[src/rtl/eth_pkg.sv]
// Shared types, constants and the byte-wise CRC-32 step for the Ethernet TX FCS path.
// Combinational helpers only; no latency and no flow control live here.
package eth_pkg;

  typedef enum logic [1:0] {
    ST_IDLE = 2'd0,
    ST_DATA = 2'd1,
    ST_PAD  = 2'd2,
    ST_FCS  = 2'd3
  } state_t;

  localparam logic [31:0] CRC_POLY      = 32'hEDB88320;
  localparam logic [31:0] CRC_INIT      = 32'hFFFFFFFF;
  localparam logic [31:0] CRC_RESIDUE   = 32'hDEBB20E3;
  localparam logic [15:0] MIN_FRAME_LEN = 16'd60;
  localparam logic [2:0]  FCS_LEN       = 3'd4;

  // Reflected CRC-32: byte is folded into the low bits, then shifted out LSB first.
  function automatic logic [31:0] crc32_byte(input logic [31:0] crc, input logic [7:0] data);
    logic [31:0] c;
    c = crc ^ {24'h0, data};
    for (int i = 0; i < 8; i++) begin
      c = c[0] ? ((c >> 1) ^ CRC_POLY) : (c >> 1);
    end
    return c;
  endfunction

endpackage

[src/rtl/eth_crc32_byte.sv]
// Registered CRC-32 accumulator: one byte per cycle when en, init reloads the seed.
// Result visible one cycle after en; no backpressure, the caller gates en.
module eth_crc32_byte
  import eth_pkg::*;
(
  input  logic        clk,
  input  logic        rst,
  input  logic        init,
  input  logic        en,
  input  logic [7:0]  data,
  output logic [31:0] crc
);

  always_ff @(posedge clk) begin
    if (rst || init) begin
      crc <= CRC_INIT;
    end else if (en) begin
      crc <= crc32_byte(crc, data);
    end
  end

endmodule

[src/rtl/eth_tx_fcs_ctrl.sv]
// Ethernet TX framer: forwards payload, optional zero pad (ETH_TX_PAD_EN) and appends the FCS.
// One registered output slot, 1-cycle latency; s_ready follows the slot, held low during pad/FCS.
module eth_tx_fcs_ctrl
  import eth_pkg::*;
(
  input  logic        clk,
  input  logic        rst,
  input  logic        s_valid,
  input  logic [7:0]  s_data,
  input  logic        s_last,
  output logic        s_ready,
  output logic        m_valid,
  output logic [7:0]  m_data,
  output logic        m_last,
  input  logic        m_ready,
  output logic        busy,
  output logic        frame_done,
  output logic [15:0] frame_len
);

  state_t      state, state_nxt;
  logic [15:0] byte_cnt;
  logic [2:0]  fcs_idx;
  logic [31:0] crc;
  logic [31:0] crc_n;
  logic        slot_free;
  logic        final_hs;
  logic [15:0] cnt_base;
  logic [15:0] cnt_inc;
  logic [16:0] len_sum;
  logic        load;
  logic [7:0]  load_data;
  logic        load_last;
  logic        cnt_en;

  assign slot_free = !m_valid || m_ready;
  assign final_hs  = (state == ST_FCS) && m_valid && m_ready && m_last;
  assign crc_n     = ~crc;
  // Counter restarts with the first byte of every frame.
  assign cnt_base  = (state == ST_IDLE) ? 16'd0 : byte_cnt;
  assign cnt_inc   = (cnt_base == 16'hFFFF) ? cnt_base : cnt_base + 16'd1;
  assign len_sum   = {1'b0, byte_cnt} + {14'd0, FCS_LEN};

  always_comb begin
    state_nxt = state;
    s_ready   = 1'b0;
    load      = 1'b0;
    load_data = 8'h00;
    load_last = 1'b0;
    cnt_en    = 1'b0;
    case (state)
      ST_IDLE, ST_DATA: begin
        s_ready = !rst && slot_free;
        if (s_valid && s_ready) begin
          load      = 1'b1;
          load_data = s_data;
          cnt_en    = 1'b1;
          if (s_last) begin
`ifdef ETH_TX_PAD_EN
            state_nxt = (cnt_inc < MIN_FRAME_LEN) ? ST_PAD : ST_FCS;
`else
            state_nxt = ST_FCS;
`endif
          end else begin
            state_nxt = ST_DATA;
          end
        end
      end
`ifdef ETH_TX_PAD_EN
      ST_PAD: begin
        if (slot_free) begin
          load   = 1'b1;
          cnt_en = 1'b1;
          if (cnt_inc >= MIN_FRAME_LEN) state_nxt = ST_FCS;
        end
      end
`endif
      ST_FCS: begin
        // The last FCS byte must be taken before the slot is released to a new frame.
        if (final_hs) begin
          state_nxt = ST_IDLE;
        end else if (slot_free && (fcs_idx != FCS_LEN)) begin
          load      = 1'b1;
          load_data = crc_n[{fcs_idx[1:0], 3'b000} +: 8];
          load_last = (fcs_idx == FCS_LEN - 3'd1);
        end
      end
      default: state_nxt = ST_IDLE;
    endcase
  end

  always_ff @(posedge clk) begin
    if (rst) begin
      state      <= ST_IDLE;
      byte_cnt   <= 16'd0;
      fcs_idx    <= 3'd0;
      m_valid    <= 1'b0;
      m_data     <= 8'h00;
      m_last     <= 1'b0;
      busy       <= 1'b0;
      frame_done <= 1'b0;
      frame_len  <= 16'd0;
    end else begin
      state      <= state_nxt;
      busy       <= (state_nxt != ST_IDLE);
      frame_done <= final_hs;
      if (load) begin
        m_valid <= 1'b1;
        m_data  <= load_data;
        m_last  <= load_last;
      end else if (m_ready) begin
        m_valid <= 1'b0;
        m_last  <= 1'b0;
      end
      if (cnt_en) byte_cnt <= cnt_inc;
      if (state != ST_FCS) begin
        fcs_idx <= 3'd0;
      end else if (load) begin
        fcs_idx <= fcs_idx + 3'd1;
      end
      if (final_hs) frame_len <= len_sum[16] ? 16'hFFFF : len_sum[15:0];
    end
  end

  // CRC covers payload and pad only; FCS bytes are loaded with cnt_en low.
  eth_crc32_byte u_crc (
    .clk  (clk),
    .rst  (rst),
    .init (final_hs),
    .en   (load && cnt_en),
    .data (load_data),
    .crc  (crc)
  );

endmodule

[config.mk]
export PLATFORM = sky130hd
export DESIGN_NAME = eth_tx_fcs_ctrl
export DESIGN_NICKNAME = d
export VERILOG_FILES = /design/src/rtl/eth_pkg.sv /design/src/rtl/eth_crc32_byte.sv /design/src/rtl/eth_tx_fcs_ctrl.sv
export SDC_FILE = /design/constraint.sdc
export NUM_CORES = 1
export LEC_CHECK = 0
export ABC_AREA = 1
export ABC_CLOCK_PERIOD_IN_PS = 6900
export BUFFER_PORTS_ARGS = -buffer_cell sky130_fd_sc_hd__buf_2
export CAP_MARGIN = 40
export CORE_MARGIN = 8
export CORE_UTILIZATION = 30
export DETAILED_ROUTE_END_ITERATION = 16
export SLEW_MARGIN = 0
export SYNTH_ARGS = -nofsm -noshare
export SYNTH_HDL_FRONTEND = slang
export SYNTH_SLANG_ARGS = --single-unit
[constraint.sdc]
create_clock -name clk -period 6.9 [get_ports clk]
set_input_delay 0.69 -clock clk [delete_from_list [all_inputs] [get_ports clk]]
set_output_delay 0.69 -clock clk [all_outputs]
set_load 0.1 [all_outputs]
==> summary.md <==
| Metric | Value |
|---|---|
| Drt drc | `0` |
| Global-route wire length before repair | `24,800 µm` |
| Placed Cells | `1,041` |
| Commonest non-fill, non-tap cell in the layout | `nand2_1` |
| Nets | `~850` |
| Seq cells post-synth | `a little over 80` |
| Slew margin rel. | `46.4%` |
| RSZ-0062 raised after global routing | `no` |
| Worst Tran Pin Value | `around 800 ps` |
| Post-CTS Setup Bufs | `0` |
| Clock sink count | `81` |
| Hold Violations, Final | `0` |
| Routing usage on met3 | `roughly 2.9%` |
| Crit start category | `register` |
| Tot GR Track Use | `a little over an eighth` |
| Grt peak-use layer | `met2` |
| DP Wirelength | `10,900 µm` |
| # H-tree levels | `3` |
| DR iter-0 viols | `around 320` |
| Hold Slack | `approximately 450 ps` |
| Initial Utilization | `30.6%` |
| Netlist Area Pre-Place | `5290 µm²` |
| Static leakage | `2.81 nW` |
| Post-DP Area | `between 5000 and 6000 µm²` |
| Synth Instances | `between 700 and 800` |
| Max Clk Rate | `approximately 310 MHz` |
| Status | `finished, final reports clean` |
| CORE AREA | `~17,000 µm²` |
| Rows | `48` |
| Via density | `4.88` |
| Post-DRT Antenna Nets | `0` |
| Crit end category | `register` |
| Clock buffer depth | `2` |
| Die ar. | `22,100 µm²` |
| Ys Warns | `0` |
| Post-Syn Nets | `817` |
| GR Util met2 | `23.2%` |
| Fraction of layout cells with a size suffix above 1 | `between 10% and 20%` |
| Register area share after synthesis | `30.7%` |
| Worst VDD drop | `125 µV` |
| Pins over their slew limit | `0` |
| Initial antenna violation count | `0` |
| Area growth syn-to-layout | `13.0%` |
| Mean Syn Cell Area | `6.62 µm²` |
| Power density cells | `220 nW/µm²` |
| Fin crit period | `3180 ps` |
| Highest-count cells in the layout ignoring fill and taps | `233 x nand2_1, 85 x nand3_1, 81 x dfxtp_1` |
| Vias | `roughly 5,200` |
| Vias in the first global route | `between 4,000 and 5,000` |
| Cts bufs inserted | `9` |
| Total grt overflow | `0` |
| Met1 usage | `17.2%` |
| Final Cell Area | `5980 µm²` |
| TritonCTS clock tree | `done` |
| DR pass1 iterations | `6` |
| Worst-Skew Late Latency | `350 ps` |
| Largest net degree at the start of global routing | `62` |
| Clock transition at the registers of the reported paths | `70 ps` |
| Maxcap violations | `0` |
| # IOs | `42` |
| Req. time, crit path | `7140 ps` |
| Width of the die | `149 µm` |
| Final WL | `14,900 µm` |
| Crit path arrival time | `3420 ps` |
| Post-route insts no fill | `1,057` |
| Final period util | `46.1%` |
| Final setup viols | `0` |
| Critical Path Fanout Max | `24` |
| Setup Crit Path Kind | `register to register` |
| Wire per inst | `14.1 µm` |
| RD Place Congestion | `0.862` |
| Synth unique cells | `44` |
| Buffers on Ports | `41` |
| Diodes inserted | `0` |
| Clock root cell | `clkbuf_16` |
| Hold WC Path Type | `register to register` |
| PostCTS Resize Cnt | `0` |
| Cts hold-fix bufs | `0` |
| Die H | `149 µm` |
| Setup TNS | `0 ps` |
| Clk_skew | `9.27 ps` |
==> final cells by class <==
class | count | area [µm²]
sequential | 81 | 1620
inverter | 79 | 300
clock buffer | 10 | 239
tap | 225 | 282
multi-input combinational | 611 | 3230
timing repair buffer | 45 | 235
fill | 1873 | 11300
clock inverter | 6 | 72.6
==> worst max-delay path: stages, from the launching register on <==
cell     delay, ps
dfxtp_1        850
inv_2          280
ha_1           270
nand2_1         60
nand2_1        120
nor2_8         260
nand3_2        130
nand2_2        110
nand2_2         70
nand2_4        210
nand2_1        100
nand2_2        140
nand2_4         90
nand2_2        110
nor2_4          50
a21oi_1        130
nand2_1         60
==> stage by stage <==
step / util (%) / setup WS [ps] / total power (W)
after floorplan: - / 3230 / 0.000754
after global placement: 32.7 / 3470 / 0.000815
after detailed placement: 32.7 / 3500 / 0.000816
after CTS: 34.5 / 3730 / 0.00133
after global routing: 34.5 / 3360 / 0.00139
final: 34.5 / 3720 / 0.00131
==> Yosys cell counts <==
| master | instances | area share, % |
|---|---|---|
| buf_6 | 2 | 0.43 |
| xnor2_1 | 7 | 1.2 |
| nand2_1 | 233 | 17 |
| ha_1 | 5 | 1.2 |
| nand2_2 | 35 | 4.1 |
| nor3b_1 | 1 | 0.14 |
| or3_1 | 1 | 0.12 |
| o31ai_1 | 1 | 0.14 |
| nor3_1 | 13 | 1.2 |
| o21ai_0 | 48 | 4.5 |
| nor2_2 | 3 | 0.35 |
| nor2_1 | 52 | 3.7 |
| inv_4 | 1 | 0.12 |
| a211oi_1 | 3 | 0.43 |
| xor2_1 | 26 | 4.3 |
| dfxtp_1 | 81 | 31 |
| nor4_1 | 1 | 0.12 |
| a21oi_1 | 33 | 3.1 |
| inv_2 | 5 | 0.35 |
| o21bai_1 | 4 | 0.57 |
| nand3b_1 | 2 | 0.28 |
| o2111ai_1 | 1 | 0.17 |
| buf_4 | 2 | 0.28 |
| and3_1 | 2 | 0.24 |
| buf_12 | 1 | 0.38 |
| nand3_2 | 6 | 1.1 |
| nor2_8 | 1 | 0.38 |
| o221ai_1 | 2 | 0.33 |
| buf_2 | 6 | 0.57 |
| nor2_4 | 1 | 0.21 |
| xor2_2 | 4 | 1.2 |
| o21ai_1 | 2 | 0.19 |
| nand3_1 | 85 | 8.0 |
| nand3_4 | 1 | 0.33 |
| a21oi_4 | 1 | 0.31 |
| nand4_1 | 10 | 1.2 |
| a21o_1 | 2 | 0.28 |
| o211ai_1 | 9 | 1.3 |
| nand2_4 | 13 | 2.8 |
| clkinv_2 | 1 | 0.095 |
| a32o_1 | 2 | 0.38 |
| clkbuf_1 | 17 | 1.2 |
| xnor2_2 | 1 | 0.31 |
| inv_1 | 72 | 5.1 |
==> metal layers <==
layer,part of all wire (%),up-vias
met5,0,-
li1,-,2643
met1,45,2354
met2,48,142
met4,1.7,0
met3,5.3,19
==> kinds of logic after synthesis <==
group	Yosys count	synth area share, %
AND/OR/NAND/NOR	460	40.9
AO/OA/AOI/OAI	108	11.7
buffers and inverters	107	8.54
flip-flops	81	30.7
XOR/XNOR	38	7.00
adder cells (fa/ha/maj)	5	1.18
==> power breakdown <==
part	internal, W	switching (W)
Sequential	0.000489	0.0000182
Combinational	0.0000903	0.000212
Clock	0.000294	0.000210
Total	0.000873	0.000440
==> path summary, 6_finish.rpt <==
check / startpoint / endpoint / slack (ps) / cells after the start
max reg2reg: fcs_idx[0] / u_crc.crc[29] / 3720 / 16
max: fcs_idx[0] / u_crc.crc[29] / 3720 / 16
min reg2reg: frame_len[5] / frame_len[5] / 450 / 2
min: frame_len[5] / frame_len[5] / 450 / 2
==> flip-flops by register name (all words and copies together), names as in the netlist <==
| signal | count |
|---|---|
| busy | 1 |
| byte_cnt | 16 |
| fcs_idx | 3 |
| frame_done | 1 |
| frame_len | 16 |
| m_data | 8 |
| m_last | 1 |
| m_valid | 1 |
| state | 2 |
| u_crc.crc | 32 |
(Power assumes the default switching activity.)
